===== src/rtl/cv32e40p_pkg.sv =====
// Shared types for the cv32e40p OBI instruction-side slice.
//   obi_instr_rsp_t : one queued instruction-fetch response (read data + error flag)
//   OBI_INSTR_RSP_W : packed width of obi_instr_rsp_t, used to size the response FIFO
package cv32e40p_pkg;

  typedef struct packed {
    logic [31:0] rdata;
    logic        err;
  } obi_instr_rsp_t;

  localparam int OBI_INSTR_RSP_W = 33;

endpackage


===== src/rtl/cv32e40p_fifo.sv =====
// Small synchronous FIFO with optional fall-through.
//   clk, rst_n : clock, asynchronous active-low reset (clears occupancy only)
//   push_i     : write data_i this cycle
//   data_i     : write data
//   pop_i      : consume the head entry this cycle
//   data_o     : head entry (registered storage unless fall-through bypass is active)
//   full_o     : DEPTH entries stored
//   empty_o    : no entry available at data_o
// DEPTH must be a power of 2 so the pointers wrap naturally.
module cv32e40p_fifo #(
  parameter bit FALL_THROUGH = 1'b0,
  parameter int DATA_WIDTH   = 32,
  parameter int DEPTH        = 2
) (
  input  logic                  clk,
  input  logic                  rst_n,
  input  logic                  push_i,
  input  logic [DATA_WIDTH-1:0] data_i,
  input  logic                  pop_i,
  output logic [DATA_WIDTH-1:0] data_o,
  output logic                  full_o,
  output logic                  empty_o
);

  localparam int ADDR_W = (DEPTH > 1) ? $clog2(DEPTH) : 1;
  localparam logic [ADDR_W:0] DEPTH_C = (ADDR_W+1)'(DEPTH);

  logic [DATA_WIDTH-1:0] mem_q [DEPTH];
  logic [ADDR_W-1:0]     rd_ptr;
  logic [ADDR_W-1:0]     wr_ptr;
  logic [ADDR_W:0]       usage;
  logic                  bypass;
  logic                  do_write;
  logic                  do_read;

  // In fall-through mode an empty FIFO presents the incoming word directly;
  // if it is popped in the same cycle it never needs to be stored.
  assign bypass   = FALL_THROUGH && (usage == '0) && push_i;
  assign do_write = push_i && !(bypass && pop_i);
  assign do_read  = pop_i && (usage != '0);

  assign full_o  = (usage == DEPTH_C);
  assign empty_o = (usage == '0) && !bypass;
  assign data_o  = bypass ? data_i : mem_q[rd_ptr];

  always_ff @(posedge clk or negedge rst_n) begin
    if (!rst_n) begin
      rd_ptr <= '0;
      wr_ptr <= '0;
      usage  <= '0;
    end else begin
      if (do_write) wr_ptr <= wr_ptr + ADDR_W'(1);
      if (do_read)  rd_ptr <= rd_ptr + ADDR_W'(1);
      case ({do_write, do_read})
        2'b10:   usage <= usage + (ADDR_W+1)'(1);
        2'b01:   usage <= usage - (ADDR_W+1)'(1);
        default: usage <= usage;
      endcase
    end
  end

  // Storage carries data only; occupancy above decides what is valid.
  always_ff @(posedge clk) begin
    if (do_write) mem_q[wr_ptr] <= data_i;
  end

endmodule


===== src/rtl/cv32e40p_obi_instr_responder.sv =====
// Read-only OBI responder for the instruction fetch port (memory-side end).
// Grants requests, reads an external synchronous single-port SRAM with 1-cycle
// read latency and returns responses strictly in grant order.
//   clk, rst_n     : clock, asynchronous active-low reset
//   obi_req_i      : address-phase request
//   obi_gnt_o      : grant (combinational)
//   obi_addr_i     : byte address, bits [1:0] ignored
//   obi_we_i       : write enable; writes are answered with err=1
//   obi_rvalid_o   : response valid
//   obi_rdata_o    : response data, 0 when obi_rvalid_o=0
//   obi_err_o      : response error, 0 when obi_rvalid_o=0
//   gnt_stall_i    : test hook, forces obi_gnt_o=0
//   rsp_stall_i    : test hook, holds back responses
//   mem_req_o      : SRAM read strobe
//   mem_addr_o     : SRAM word address
//   mem_rdata_i    : SRAM read data, valid the cycle after mem_req_o
module cv32e40p_obi_instr_responder
  import cv32e40p_pkg::*;
#(
  parameter int DEPTH    = 2,
  parameter int MEM_SIZE = 4096,
  parameter int MEM_AW   = 10
) (
  input  logic              clk,
  input  logic              rst_n,
  input  logic              obi_req_i,
  output logic              obi_gnt_o,
  input  logic [31:0]       obi_addr_i,
  input  logic              obi_we_i,
  output logic              obi_rvalid_o,
  output logic [31:0]       obi_rdata_o,
  output logic              obi_err_o,
  input  logic              gnt_stall_i,
  input  logic              rsp_stall_i,
  output logic              mem_req_o,
  output logic [MEM_AW-1:0] mem_addr_o,
  input  logic [31:0]       mem_rdata_i
);

  localparam int               CNT_W     = $clog2(DEPTH) + 1;
  localparam logic [CNT_W-1:0] DEPTH_C   = CNT_W'(DEPTH);
  localparam logic [31:0]      MEM_LIMIT = 32'(MEM_SIZE);

  // Anything outside the backing memory or any write is answered with an error
  // and never reaches the SRAM.
  function automatic logic classify_err(input logic we, input logic [31:0] addr);
    return we | (addr >= MEM_LIMIT);
  endfunction

  logic [CNT_W-1:0]           cnt;
  logic                       gnt;
  logic                       pop;
  logic                       req_err_p0;
  logic                       vld_p1;
  logic                       err_p1;
  logic                       fifo_full;
  logic                       fifo_empty;
  obi_instr_rsp_t             rsp_p1;
  logic [OBI_INSTR_RSP_W-1:0] head_raw;
  obi_instr_rsp_t             head_rsp;

  // ---- Stage p0: address phase (grant, classify, SRAM strobe) ----
  assign req_err_p0 = classify_err(obi_we_i, obi_addr_i);
  assign pop        = !fifo_empty && !rsp_stall_i;
  // A pop in this cycle frees a slot immediately, so a full counter does not
  // block a grant when a response is leaving at the same time.
  assign gnt        = obi_req_i && !gnt_stall_i && ((cnt < DEPTH_C) || pop);

  assign obi_gnt_o  = gnt;
  assign mem_req_o  = gnt && !req_err_p0;
  assign mem_addr_o = obi_addr_i[MEM_AW+1:2];

  always_ff @(posedge clk or negedge rst_n) begin
    if (!rst_n) begin
      cnt <= '0;
    end else if (gnt && !pop) begin
      cnt <= cnt + CNT_W'(1);
    end else if (pop && !gnt) begin
      cnt <= cnt - CNT_W'(1);
    end
  end

  always_ff @(posedge clk or negedge rst_n) begin
    if (!rst_n) vld_p1 <= 1'b0;
    else        vld_p1 <= gnt;
  end

  always_ff @(posedge clk) begin
    err_p1 <= req_err_p0;
  end

  // ---- Stage p1: SRAM data returns, response enters the FIFO ----
  always_comb begin
    rsp_p1.rdata = err_p1 ? 32'h0 : mem_rdata_i;
    rsp_p1.err   = err_p1;
  end

  cv32e40p_fifo #(
    .FALL_THROUGH (1'b0),
    .DATA_WIDTH   (OBI_INSTR_RSP_W),
    .DEPTH        (DEPTH)
  ) u_rsp_fifo (
    .clk     (clk),
    .rst_n   (rst_n),
    .push_i  (vld_p1),
    .data_i  (rsp_p1),
    .pop_i   (pop),
    .data_o  (head_raw),
    .full_o  (fifo_full),
    .empty_o (fifo_empty)
  );

  // ---- Stage p2: response phase from the FIFO head ----
  assign head_rsp     = obi_instr_rsp_t'(head_raw);
  assign obi_rvalid_o = pop;
  assign obi_rdata_o  = pop ? head_rsp.rdata : 32'h0;
  assign obi_err_o    = pop ? head_rsp.err : 1'b0;

  // The outstanding counter bounds pipe + FIFO occupancy, so these never fire.
  a_no_push_full: assert property (@(posedge clk) disable iff (!rst_n) !(vld_p1 && fifo_full && !pop));
  a_no_pop_empty: assert property (@(posedge clk) disable iff (!rst_n) !(pop && fifo_empty));

endmodule

===== config.mk =====
export PLATFORM = sky130hd
export DESIGN_NAME = cv32e40p_obi_instr_responder
export DESIGN_NICKNAME = d
export VERILOG_FILES = /design/src/rtl/cv32e40p_pkg.sv /design/src/rtl/cv32e40p_fifo.sv /design/src/rtl/cv32e40p_obi_instr_responder.sv
export SDC_FILE = /design/constraint.sdc
export NUM_CORES = 1
export LEC_CHECK = 0
export BUFFER_PORTS_ARGS = -buffer_cell sky130_fd_sc_hd__buf_4
export CELL_PAD_IN_SITES_DETAIL_PLACEMENT = 1
export CELL_PAD_IN_SITES_GLOBAL_PLACEMENT = 1
export CORE_MARGIN = 3
export CORE_UTILIZATION = 42
export DETAILED_ROUTE_END_ITERATION = 8
export GPL_TIMING_DRIVEN = 1
export PLACE_DENSITY_LB_ADDON = 0.1
export SLEW_MARGIN = 15
export SYNTH_ARGS = -nofsm -noshare
export SYNTH_HDL_FRONTEND = slang
export SYNTH_SLANG_ARGS = --single-unit

===== constraint.sdc =====
create_clock -name clk -period 3.96 [get_ports clk]
set_input_delay 0.594 -clock clk [delete_from_list [all_inputs] [get_ports clk]]
set_output_delay 0.594 -clock clk [all_outputs]
set_load 0.01 [all_outputs]

# Yosys cells after proc, flatten, opt, wreduce, memory -nomap -nowiden
# Memories as Yosys holds them, arrays and structs flattened.
# Index checks and enable logic that the tools add are counted.
# word_totals
reg_bits	8
ramBits	66
inputBits	70
out_inout_bits	46
wordCells	44
n_memories	1
# mem_list
name	depth	word_bits	read_ports	rd_clocked_by_memory_dff	write_ports	line	source
u_rsp_fifo.mem_q	2	33	1	0	1	cv32e40p_fifo.sv:28	logic [DATA_WIDTH-1:0] mem_q [DEPTH];
# classes
n_addsub	6
magnitude_cmp	2
eq_ne	2
n_mux	8
bitwise_logic	1
n_reduce_logical	18
# ops
cell	n
32-bit two-way mux	2
32-bit by 13-bit greater-or-equal comparator with 1-bit output (second input constant)	1
1-bit logical AND	7
1-bit zero test	6
2-bit nonzero test	3
2-bit by 1-bit adder with 2-bit output (second input constant)	2
2-bit two-way mux	2
2-bit case mux with 2 select lines	1
2-bit by 1-bit subtractor with 2-bit output (second input constant)	2
1-bit two-way mux	3
1-bit adder (second input constant)	2
2-bit by 1-bit equality test with 1-bit output (second input constant)	1
2-bit equality test (second input constant)	1
2-bit zero test	1
2-bit less-than comparator (second input constant)	1
1-bit logical OR	1
1-bit bitwise OR	1

# Logic depth before layout (Yosys ltp)
# logic_depth
depth_word	9
mapped_depth	8
depth_no_buf	6

# Modules after synthesis
# From an unflattened synthesis, not the netlist that was laid out.
# unflattened
cells_unflattened	224
hier_area_um2	3469.6
# modules_own_cells
mod	n_inst	cells_each	area_each_um2	seq_area_each_um2
cv32e40p_fifo	1	120	2726.4	2082.0
cv32e40p_obi_instr_responder	1	104	743.2	95.1

# Least setup slack after synthesis
# OpenSTA, ideal clock, no wires.
# synth_timing
kind	flip-flop to flip-flop
from	register vld_p1
to	memory u_rsp_fifo.mem_q[0][0] (netlist bit), enable pin
setup_time_ns	0.423
arrival_time_ns	1.812
required_ns	3.537
setup_slack_ns	1.724
path_stages_with_launch	3
n_path_buf	0
period_less_slack_ns	2.236
path_cell_list	dfrtp_1 -> inv_1 -> nor2_1
# synth_between
elab_chain_cells	2
# synth_rtl
element	line	source
start: declaration	cv32e40p_obi_instr_responder.sv:54	logic vld_p1;
start signal: assignment	cv32e40p_obi_instr_responder.sv:85	else vld_p1 <= gnt;
1-bit two-way mux	cv32e40p_fifo.sv:64	if (do_write) mem_q[wr_ptr] <= data_i;
1-bit two-way mux (implied by the code)	cv32e40p_fifo.sv:64	
end: declaration	cv32e40p_fifo.sv:28	
# No other way between the ends.

# Worst setup path after layout
# layout_timing
from	register u_rsp_fifo.usage[0]
to	output port obi_gnt_o
# layout_between
elab_chain_cells	5
# layout_rtl
element	line	source
start: declaration	cv32e40p_fifo.sv:31	logic [ADDR_W:0] usage;
start signal: assignment	cv32e40p_fifo.sv:55	2'b10: usage <= usage + (ADDR_W+1)'(1);
start signal: assignment	cv32e40p_fifo.sv:56	2'b01: usage <= usage - (ADDR_W+1)'(1);
start signal: assignment	cv32e40p_fifo.sv:57	default: usage <= usage;
2-bit zero test	cv32e40p_fifo.sv:43	assign empty_o = (usage == '0) && !bypass;
1-bit zero test	cv32e40p_obi_instr_responder.sv:64	assign pop = !fifo_empty && !rsp_stall_i;
1-bit logical AND	cv32e40p_obi_instr_responder.sv:64	
1-bit logical OR	cv32e40p_obi_instr_responder.sv:67	assign gnt = obi_req_i && !gnt_stall_i && ((cnt < DEPTH_C) || pop);
1-bit logical AND	cv32e40p_obi_instr_responder.sv:67	
end: declaration	cv32e40p_obi_instr_responder.sv:27	output logic obi_gnt_o,
# No other way between the ends.

==> summary.txt <==
Floorplanning
  • Core Rows: 31
  • Die width: 93.23 um
  • Initial Utilization: 43.59%
  • Die height: 93.23 um
  • Total die area: 8691 um2
  • Top Ports: 116
  • Core footprint: 7331 um2

Worst setup path
  • Endpoint type of the worst setup path: output pin
  • Worst Path Required: 3.37 ns
  • Worst R2R End: cnt[1]
  • WP data arrival: 2.09 ns
  • Worst Setup EP: obi_gnt_o
  • Worst reg2reg path startpoint: u_rsp_fifo.usage[0]
  • Crit path launch type: register
  • Crit path kind: reg -> out
  • Path depth of the worst reg2reg path: 6
  • Beginning of the critical path: u_rsp_fifo.usage[0]
  • R2R setup slack: 1.62 ns
  • Max Fanout on Critical Path: 38

Timing
  • Final setup skew: 0.005146 ns
  • Fmax: 372.2 MHz
  • RSZ-0062 raised after global routing: no
  • Endpoints failing setup: 0
  • Fin. Hold Viols: 0
  • Relative slew slack: 33.09%
  • Tcrit/Tclk final: 67.84%
  • Minimum clock period: 2.686 ns
  • Final TNS setup: 0 ns
  • Worst-Margin Slew: 1.004 ns
  • Final Max Tran Viols: 0

Logic synthesis
  • EDFF count, synth: 66
  • Synth Instances: 222
  • Commonest register cell after synthesis: edfxtp_1
  • Synthesized area per cell: 14.39 um2
  • Netlist Area Pre-Place: 3196 um2
  • Syn_nets: 294
  • Synth Register Bits: 74
  • Unique masters post-synth: 24
  • Sequential-to-total area share from yosys stat: 68.13%
  • Share of flip-flops with an asynchronous set or reset: 9.459%
  • YS warnings: 0

GRT
  • GRT overflow: 0
  • Maximum number of pins on one net before global-route repair: 39
  • Met2 Use GR: 27.93%
  • Met3 usage: 5.229%
  • Vias in the first global route: 2158
  • First-pass GRT wire length: 10.32 mm
  • Met1 Usage GRT: 17.02%
  • Global routing's busiest layer: met2
  • Antenna violations before repair: 0
  • GRT Util Overall: 15.75%

Route
  • TritonRoute pass-1 iters: 4
  • Iter 0 DRT Violations: 60
  • # DRC: 0
  • WL per Instance: 15.71 um
  • DRT antenna net count: 0
  • Via count: 1971
  • Post-Route WL: 6.440 mm
  • Vias per inst: 4.807

Job
  • Max_cap viols: 0

CTS
  • CTS sink count: 74
  • Hold_buf cts: 0
  • Post-CTS sizing: 0
  • CTS tree: yes
  • Clock buffer depth: 2
  • Setup Buffers After CTS: 0
  • Clk_lat worst skew: 0.34 ns
  • Root Driver: clkbuf_8
  • Clock-pin slew on the worst setup and hold paths: 0.07 ns
  • Htree depth: 3
  • Number of buffers created by CTS: 9

Cells and area
  • Syn-to-layout area delta: 27.53%
  • Share of cells above drive strength 1: 37.62%
  • Nets: 378
  • Number of diodes: 0

Placed design
  • Dpl hpwl: 4.285 mm
  • Gpl congestion: 0.6747
  • Number of port buffers: 93

Power
  • PD cells: 542.3 nW/um2
  • VDD IR-drop max: 0.0003677 V
  • Leakage: 1.646 nW
  • Final Power: 2.210 mW

Min path
  • Tightest Hold Check Type: in -> async

Run status
  • Outcome: finished clean
-- stage by stage --
step | cell area, um2 | hold slack, ns | instances | util [%] | setup WS, ns
after floorplan | 3196 | 0.2984 | 222 | - | 1.724
after global placement | 3905 | 0.4126 | 394 | 53.27 | 1.606
after global routing | 4075 | 0.02815 | 410 | 55.59 | 1.052
after CTS | 4075 | 0.04050 | 410 | 55.59 | 1.208
final | 4075 | 0.05044 | 410 | 55.59 | 1.274
after detailed placement | 3905 | 0.4139 | 394 | 53.27 | 1.589
-- synth_stat cells, types with 2 or more instances --
cell type   n  area [um2]
mux2i_1    33       330.3
buf_4      16       120.1
dfrtp_1     7       175.2
xnor2_1     4       35.03
clkbuf_1    3       11.26
buf_2       2       10.01
nor2b_1    32       200.2
nor2_1     37       138.9
inv_1       2       7.510
nor4_2      3       37.54
edfxtp_1   66        1982
xor2_1      4       35.03
ha_1        2       25.02
-- worst max-delay path: stages, from the launching register on --
cell,delay (ns)
dfrtp_1,0.45
o21bai_4,0.78
a21oi_1,0.30
buf_4,0.22
-- where the power goes --
group / switching (mW) / leakage [nW] / internal, mW
clock network: 0.277 / 0.0827 / 0.228
logic: 0.272 / 0.851 / 0.333
registers: 0.137 / 0.712 / 0.962
-- logic make-up after synthesis --
| kind of cell | synth area share (%) |
|---|---|
| compound gates | 0.8612 |
| xor+xnor | 2.192 |
| fa+ha+maj | 0.7830 |
| buf+inv | 4.660 |
| flops | 68.13 |
| mux | 10.34 |
| simple gates | 13.04 |
-- layout make-up --
type                    instances  area [um2]
flip-flops and latches         74        2178
clock inverters                 6       42.54
well taps                      99       123.9
repair buffers                 94       705.7
fillers                       763        3256
inverters                       2       7.507
multi-input cells             125       889.6
clock buffers                  10       127.6
-- cells in the final DEF (no fill, tap or decap), drive strengths merged, types with 4 or more instances in the layout --
| cell type | instances |
|---|---|
| buf | 94 |
| edfxtp | 66 |
| nor2 | 37 |
| mux2i | 33 |
| nor2b | 32 |
| clkbuf | 10 |
| dfrtp | 7 |
| xnor2 | 4 |
| xor2 | 4 |
| nor4 | 4 |
-- flip-flops by register name (all words and copies together), names as in the netlist --
name	flops
cnt	2
err_p1	1
u_rsp_fifo.mem_q	66
u_rsp_fifo.rd_ptr	1
u_rsp_fifo.usage	2
u_rsp_fifo.wr_ptr	1
vld_p1	1
-- layer usage --
layer  up-vias  part of all wire, %
met5         -                    0
met2        50                   55
met4         0                  1.8
li1        936                    -
met3        17                  6.3
met1       968                   37
-- worst min-delay path by stage --
stage / slack, ns / startpoint / end
3_3_place_gp: 0.41 / rst_n / u_rsp_fifo.usage[1]
4_1_cts: 0.04 / rst_n / vld_p1
5_1_grt: 0.03 / rst_n / vld_p1
3_5_place_dp: 0.41 / rst_n / vld_p1
2_1_floorplan: 0.30 / rst_n / cnt[0]
6_report: 0.05 / rst_n / u_rsp_fifo.usage[0]
Power figures use the tool's default switching activity.
